## src/rtl/mul_sequencer.sv

```systemverilog
// Iterative shift-add multiplier for the MUL ALU op. It stalls the core while it iterates and
// pulses done_o for one cycle with the low DATA_WIDTH bits of the product.
module mul_sequencer #(
  parameter int unsigned DATA_WIDTH = 32,
  parameter logic [3:0]  MUL_CODE   = 4'b1010,
  parameter bit          EARLY_EXIT = 1'b1
) (
  input  logic                  clk_i,
  input  logic                  rst_ni,
  input  logic                  start_i,
  input  logic [3:0]            alu_operation_i,
  input  logic [DATA_WIDTH-1:0] operand_a_i,
  input  logic [DATA_WIDTH-1:0] operand_b_i,
  input  logic                  flush_i,
  output logic                  busy_o,
  output logic                  stall_o,
  output logic                  done_o,
  output logic [DATA_WIDTH-1:0] result_o
);

  localparam int unsigned CntW = $clog2(DATA_WIDTH) + 1;
  localparam logic [CntW-1:0] LastCnt = CntW'(DATA_WIDTH - 1);

  typedef enum logic [1:0] {StIdle, StRun, StDone} state_e;

  state_e                state_q, state_d;
  logic [DATA_WIDTH-1:0] mcand_q, mcand_d;
  logic [DATA_WIDTH-1:0] mplier_q, mplier_d;
  logic [DATA_WIDTH-1:0] acc_q, acc_d;
  logic [DATA_WIDTH-1:0] result_q, result_d;
  logic [CntW-1:0]       count_q, count_d;

  logic                  accept;
  logic [DATA_WIDTH-1:0] acc_step;
  logic [DATA_WIDTH-1:0] mplier_step;
  logic                  last_iter;

  assign accept      = start_i && (alu_operation_i == MUL_CODE) && !flush_i;
  assign acc_step    = mplier_q[0] ? (acc_q + mcand_q) : acc_q;
  assign mplier_step = mplier_q >> 1;
  assign last_iter   = (count_q == LastCnt) || (EARLY_EXIT && (mplier_step == '0));

  always_comb begin
    state_d  = state_q;
    mcand_d  = mcand_q;
    mplier_d = mplier_q;
    acc_d    = acc_q;
    count_d  = count_q;
    result_d = result_q;
    busy_o   = 1'b0;
    stall_o  = 1'b0;
    done_o   = 1'b0;

    unique case (state_q)
      StIdle: begin
        // Reset holds state in IDLE, so gating here keeps stall low throughout reset.
        stall_o = accept && rst_ni;
        if (accept) begin
          mcand_d  = operand_a_i;
          mplier_d = operand_b_i;
          acc_d    = '0;
          count_d  = '0;
          state_d  = StRun;
        end
      end
      StRun: begin
        busy_o  = 1'b1;
        stall_o = 1'b1;
        if (flush_i) begin
          state_d = StIdle;
        end else begin
          acc_d    = acc_step;
          mcand_d  = mcand_q << 1;
          mplier_d = mplier_step;
          count_d  = count_q + 1'b1;
          if (last_iter) begin
            result_d = acc_step;
            state_d  = StDone;
          end
        end
      end
      StDone: begin
        busy_o  = 1'b1;
        done_o  = !flush_i;
        state_d = StIdle;
      end
      default: state_d = StIdle;
    endcase
  end

  always_ff @(posedge clk_i or negedge rst_ni) begin
    if (!rst_ni) begin
      state_q  <= StIdle;
      mcand_q  <= '0;
      mplier_q <= '0;
      acc_q    <= '0;
      count_q  <= '0;
      result_q <= '0;
    end else begin
      state_q  <= state_d;
      mcand_q  <= mcand_d;
      mplier_q <= mplier_d;
      acc_q    <= acc_d;
      count_q  <= count_d;
      result_q <= result_d;
    end
  end

  assign result_o = result_q;

endmodule
```

## config.mk

```make
export PLATFORM = sky130hd
export DESIGN_NAME = mul_sequencer
export DESIGN_NICKNAME = d
export VERILOG_FILES = /design/src/rtl/mul_sequencer.sv
export SDC_FILE = /design/constraint.sdc
export NUM_CORES = 1
export LEC_CHECK = 0
export ABC_AREA = 1
export ABC_CLOCK_PERIOD_IN_PS = 2450
export CAP_MARGIN = 20
export CORE_AREA = 2 2 113 142
export DETAILED_ROUTE_END_ITERATION = 6
export DIE_AREA = 0 0 115 144
export PLACE_DENSITY_LB_ADDON = 0.25
export SLEW_MARGIN = 15
export SYNTH_ARGS = -nofsm -noshare
export SYNTH_HDL_FRONTEND = slang
export SYNTH_SLANG_ARGS = --single-unit
```

## constraint.sdc

```tcl
create_clock -name clk_i -period 2.45 [get_ports clk_i]
set_input_delay 0.49 -clock clk_i [delete_from_list [all_inputs] [get_ports clk_i]]
set_output_delay 0.49 -clock clk_i [all_outputs]
set_load 0.01 [all_outputs]
```

==> results of run 1 <==
Yosys cell counts:
library cell	number	area (sq um)
and2_1	2	12.5
o22ai_1	9	56.3
clkbuf_1	28	105
inv_2	4	15.0
o21ai_0	38	190
o21ai_1	1	5.00
a21o_1	1	7.51
inv_1	153	574
fa_1	1	20.0
nand2_1	469	1760
buf_2	11	55.1
nor3_2	1	10.0
xor2_1	7	61.3
xnor2_1	10	87.6
nor2_2	1	6.26
o211ai_1	10	75.1
a21oi_1	25	125
dfrtp_1	136	3400
buf_4	1	7.51
nand3_1	100	500
or2_2	18	113
ha_1	35	438
nor3_4	1	16.3
nand3_2	1	10.0
a22o_1	2	17.5
nor2_1	89	334
nor3_1	5	25.0
o31ai_2	1	12.5
nor4_1	4	25.0
nand4_1	7	43.8
o221ai_1	5	43.8
nand2_2	1	6.26
a31oi_1	40	250
buf_6	4	45.0
o21bai_1	2	15.0
worst min path at each step:
stage	from	endpoint	slack [ps]
after global placement	result_o[27]	result_o[27]	470
final	rst_ni	mcand_q[17]	110
after detailed placement	result_o[19]	result_o[19]	470
after floorplan	rst_ni	acc_q[0]	190
after global routing	rst_ni	mcand_q[17]	260
after CTS	rst_ni	mcand_q[15]	260
worst reg2reg max path, delay by kind of cell, from the launching register on:
family                     cells  cell delay (ps)
and+or+nand+nor                8              760
xor gates and xnor gates       1              280
adders and majority gates      2              620
AOI/OAI and AO/OA              1               90
DFF                            1              410
report_power, final:
part / switching, W / leakage [nW] / internal (W)
Combinational: 0.00553 / 3.43 / 0.00339
Clock: 0.00106 / 0.269 / 0.00151
Sequential: 0.000830 / 1.68 / 0.00327
metrics by stage:
stage	total power [W]	area [sq um]	setup slack, ps
final	0.0156	10400	161
after global placement	0.0127	9760	41.7
after detailed placement	0.0129	9760	12.4
after CTS	0.0155	10300	12.0
after global routing	0.0170	10400	15.1
after floorplan	0.0102	8470	491
kinds of logic (layout without fill, tap and decap cells):
logic type,after synthesis,in the layout,share of synthesized area (%)
buffers and inverters,201,315,9.47
flip-flops,136,136,40.2
XOR/XNOR,17,17,1.76
adder cells (fa/ha/maj),36,36,5.40
AND/OR/NAND/NOR,699,699,33.8
AO/OA/AOI/OAI,134,134,9.42
cell type report:
class,count,area share [%]
timing repair buffer,126,12.2
clock buffer,19,4.18
sequential,136,32.9
clock inverter,13,1.43
tap,185,2.24
inverter,157,5.69
multi-input combinational,886,41.4
flip-flops by register name (all words and copies together), names as in the netlist:
| signal | cells |
|---|---|
| acc_q | 32 |
| mcand_q | 32 |
| mplier_q | 32 |
| result_o | 32 |
| count_q | 6 |
| state_q | 2 |
layer usage:
layer | wire length [um] | up-vias | share of wire (%) | track usage [%]
met5 | 0 | - | 0 | 0
met4 | 1370 | 0 | 5.8 | 18.3
met3 | 1070 | 72 | 4.5 | 5.62
met2 | 11400 | 266 | 48 | 50.3
met1 | 9660 | 3808 | 41 | 35.2
li1 | - | 4090 | - | -
cells in the final DEF, fill, tap and decap left out, types with 4 or more instances in the layout:
master and n:
nor4_1 4, o211ai_1 10, clkbuf_16 17, nand3_1 99
a31oi_1 40, o22ai_1 9, nand2_1 469, buf_4 16
xor2_1 7, nor3_1 5, a21oi_1 25, clkinvlp_4 5
inv_2 4, inv_1 153, or2_2 18, o221ai_1 5
dfrtp_1 136, o21ai_0 38, nand4_1 7, buf_12 4
clkdlybuf4s50_1 104, xnor2_1 10, nor2_1 89, ha_1 33
repair_timing:
action                     4_1_cts  5_1_grt
setup endpoints to repair        0        5
gates resized for setup          0        3
hold buffers                     0        0
==> results.sh, run 1 <==
export IMPL_status="finished, final reports clean"
export IMPL_synth_warnings=0
export IMPL_fin_worst_skew_ps=8.45
export IMPL_antenna_cells=0
export IMPL_path_cells="inv_1 > ha_1 > clkdlybuf4s50_1"
export IMPL_die_y_um=144
export IMPL_vdd_ir_drop_worst_mv=0.682
export IMPL_period_share_pct=93.4
export IMPL_crit_arrival_ps=1800
export IMPL_wirelength_um=23500
export IMPL_clockBufferDepth=2
export IMPL_ios=107
export IMPL_stdcell_count=1522
export IMPL_cpPeakStageDelay_ps=540
export IMPL_path_delay_family="buffers and inverters"
export IMPL_syn_instance_count=1223
export IMPL_clk_latency_ps=440
export IMPL_cts_buffers_inserted=17
export IMPL_layout_drive_gt1_share_pct=6.13
export IMPL_initial_core_util_pct=55.3
export IMPL_end_kind="primary output"
export IMPL_layout_min_cycle_time_ps=2290
export IMPL_drv_cap=0
export IMPL_via_per_inst=5.41
export IMPL_timing_setup_tns_ps=0
export IMPL_rr_startpoint="mcand_q[0]"
export IMPL_firstDrtPassIters=6
export IMPL_final_util_pct=67.6
export IMPL_cts_tree="built"
export IMPL_die_x_um=115
export IMPL_place_congestion=1.08
export IMPL_placementRows=51
export IMPL_regArea_sq_mm=0.00340
export IMPL_r2r_end="acc_q[16]"
export IMPL_netlist_cell_type_count=35
export IMPL_place_hpwl_um=17000
export IMPL_r2r_slack_ps=170
export IMPL_die_area_sq_mm=0.0166
export IMPL_p_per_area_mw_per_mm2=1510
export IMPL_slew_viol_final=0
export IMPL_track_usage_pct=29.8
export IMPL_hold_worst_slack_ps=114
export IMPL_r2r_cells=12
export IMPL_cpMaxStageDelayCell="clkdlybuf4s50_1"
export IMPL_postCtsSetupRepairBufs=0
export IMPL_syn2layout_area_growth_pct=22.2
export IMPL_grt_max_degree=137
export IMPL_worstPathRequired_ps=1960
export IMPL_hold_viol_final=0
export IMPL_drcViolationCount=0
export IMPL_drtIter0Drc=492
export IMPL_cp_startpoint="state_q[0]"
export IMPL_htree_levels=4
export IMPL_relSlewSlack_pct=45.2
export IMPL_wl_per_cell_um=15.4
export IMPL_fin_nets=1432
export IMPL_path_depth=3
export IMPL_path_clk_slew_ps=60
export IMPL_fillers=1338
export IMPL_fmax_mhz=437
export IMPL_crit_end="busy_o"
export IMPL_synth_cell_area_sq_mm=0.00847
export IMPL_cts_root_buf="clkbuf_16"
export IMPL_grt_ovfl_total=0
export IMPL_grt_pass1_vias=7940
export IMPL_hp_class="in -> async"
export IMPL_cts_sinks=136
export IMPL_power_leakage_nw=5.38
export IMPL_final_antenna_net_count=0
export IMPL_syn_area_per_cell_sq_um=6.93
export IMPL_rsz0062_at_grt="no"
export IMPL_core_area_sq_mm=0.0153
export IMPL_num_vias=8236
export IMPL_yosysSeqAreaShare_pct=40.2
export IMPL_crit_fanout=3
export IMPL_cp_start_kind="flip-flop"
export IMPL_worst_slew_pin_slew_ps=822
export IMPL_multi_input_area_sq_mm=0.00428
export IMPL_dpl_cell_count=1490
export IMPL_io_buffers=106
export IMPL_worstSetupPathType="reg -> out"
export IMPL_synth_nets=1331
export IMPL_antenna_found_initial=0
export IMPL_ys_ff_latch=136
export IMPL_grt_pass1_wl_um=38300
export IMPL_finalSetupViolCount=0
export IMPL_cp_num_buf_inv=2
Power figures use the tool's default switching activity.
==> run 2: changes to the inputs <==
--- a/config.mk
+++ b/config.mk
@@ -8,9 +8,9 @@
 export ABC_AREA = 1
 export ABC_CLOCK_PERIOD_IN_PS = 2450
 export CAP_MARGIN = 20
-export CORE_AREA = 2 2 113 142
+export CORE_AREA = 3 3 114 143
 export DETAILED_ROUTE_END_ITERATION = 6
-export DIE_AREA = 0 0 115 144
+export DIE_AREA = 0 0 117 146
 export PLACE_DENSITY_LB_ADDON = 0.25
 export SLEW_MARGIN = 15
 export SYNTH_ARGS = -nofsm -noshare
==> results.sh, run 2 (synthesis gave the netlist of run 1 again) <==
export IMPL_status="finished, final reports clean"
export IMPL_track_usage_pct=29.2
export IMPL_antenna_found_initial=2
export IMPL_drtIter0Drc=576
export IMPL_dp_slack_ps=-8.65
export IMPL_htree_levels=4
export IMPL_hp_class="in -> async"
export IMPL_p_per_area_mw_per_mm2=1510
export IMPL_power_leakage_nw=5.39
export IMPL_fin_nets=1434
export IMPL_vdd_ir_drop_worst_mv=0.684
export IMPL_fin_ws_ps=169
export IMPL_relSlewSlack_pct=43.2
export IMPL_grt_pass1_vias=8072
export IMPL_period_share_pct=93.1
export IMPL_use_met1_pct=34.1
export IMPL_place_hpwl_um=17700
export IMPL_firstDrtPassIters=5
export IMPL_io_buffers=106
export IMPL_top_usage_layer="met2"
export IMPL_grt_pass1_wl_um=39200
export IMPL_fin_worst_skew_ps=10.0
export IMPL_placementRows=50
export IMPL_final_cell_mix="nand2_1 (469), inv_1 (153), dfrtp_1 (136), clkdlybuf4s50_1 (104), nand3_1 (99)"
export IMPL_met3_usage_pct=6.61
export IMPL_cts_tree="built"
export IMPL_cp_start_kind="flip-flop"
export IMPL_clockBufferDepth=2
export IMPL_num_vias=8262
export IMPL_initial_core_util_pct=56.4
export IMPL_die_x_um=117
export IMPL_fmax_mhz=438
export IMPL_wirelength_um=24000
export IMPL_grt_max_degree=137
export IMPL_syn2layout_area_growth_pct=22.2
export IMPL_hold_viol_final=0
export IMPL_clk_latency_ps=430
export IMPL_final_common_cell="nand2_1"
export IMPL_layout_drive_gt1_share_pct=6.20
export IMPL_die_y_um=146
export IMPL_drcViolationCount=0
export IMPL_worst_slew_pin_slew_ps=852
export IMPL_cts_root_buf="clkbuf_16"
export IMPL_place_congestion=1.00
export IMPL_cts_sinks=136
export IMPL_worstPathRequired_ps=2770
export IMPL_layout_min_cycle_time_ps=2280
export IMPL_finalSetupViolCount=0
export IMPL_use_met2_pct=48.4
export IMPL_crit_arrival_ps=2600
export IMPL_path_clk_slew_ps=60
export IMPL_grt_ovfl_total=0
export IMPL_slew_viol_final=0
export IMPL_worstSetupPathType="reg -> reg"
export IMPL_timing_setup_tns_ps=0
export IMPL_cp_startpoint="mcand_q[0]"
export IMPL_drv_cap=0
export IMPL_wl_per_cell_um=15.8
export IMPL_crit_fanout=3
export IMPL_ios=107
export IMPL_core_area_sq_mm=0.0150
export IMPL_rr_startpoint="mcand_q[0]"
export IMPL_rsz0062_at_grt="no"
export IMPL_cts_buffers_inserted=17
export IMPL_die_area_sq_mm=0.0171
export IMPL_final_antenna_net_count=0
export IMPL_via_per_inst=5.43
export IMPL_end_kind="flip-flop"
run 2: cell types whose count changed in the layout (fill, tap and decap cells not counted), sizes merged:
cell	delta
clkinvlp	-1
clkinv	+1
clkbuf	-1
dlymetal6s2s	-1
diode	+1
dlygate4sd2	+1
buf	+2
run 2: power by group:
part	leakage, nW	switching [W]	internal (W)
Clock	0.271	0.00105	0.00150
Combinational	3.44	0.00561	0.00342
Sequential	1.68	0.000814	0.00327
Total	5.39	0.00748	0.00819
run 2: worst max-delay path, cell delays in order (launching register included):
cell and delay, ps:
dfrtp_1 400, ha_1 240, fa_1 390, buf_4 160
nand2_1 60, nand3_1 100, nand2_1 100, nand2_1 160
nand2_1 130, nand2_1 60, nand2_1 50, nand3_1 140
nand3_1 130, nand2_1 50
run 2: path summary, 6_finish.rpt:
kind	to	slack, ps	depth (start not counted)
setup / recovery	result_o[22]	170	13
hold reg to reg	result_o[27]	480	2
min in group clk_i	result_o[27]	480	2
hold / removal	mcand_q[16]	110	2
max in group asynchronous	acc_q[14]	1610	2
setup reg to reg	result_o[22]	170	13
run 2: per-stage QoR:
step	total power (W)	std cells	instance area, sq um	util, %	hold slack, ps
detailed placement	0.0130	1489	9770	65.1	465
global placement	0.0128	1489	9770	65.1	464
global route	0.0171	1521	10400	69.0	281
finish	0.0157	1521	10400	69.0	108
CTS	0.0157	1520	10300	68.9	268
floorplan	0.0102	1223	8470	-	194
run 2: final cells by class:
cell class	instances	area (sq um)
fill	1322	4660
multi-input combinational	886	4280
sequential	136	3400
timing repair buffer	128	1280
inverter	157	589
clock buffer	18	429
tap	182	228
clock inverter	13	146
antenna	1	2.50
run 2: what timing repair did:
action / CTS / global route
endpoints found under the setup margin: 1 / 3
hold buffers: 0 / 0
gates resized for setup: 1 / 2
buffers inserted: 0 / 0
run 2: layer usage:
metal | vias up | part of all wire (%) | wire [um]
met3 | 69 | 4.9 | 1170
met5 | - | 0.054 | 13
li1 | 4093 | - | -
met4 | 2 | 5.8 | 1400
met1 | 3849 | 40 | 9500
met2 | 249 | 50 | 11900
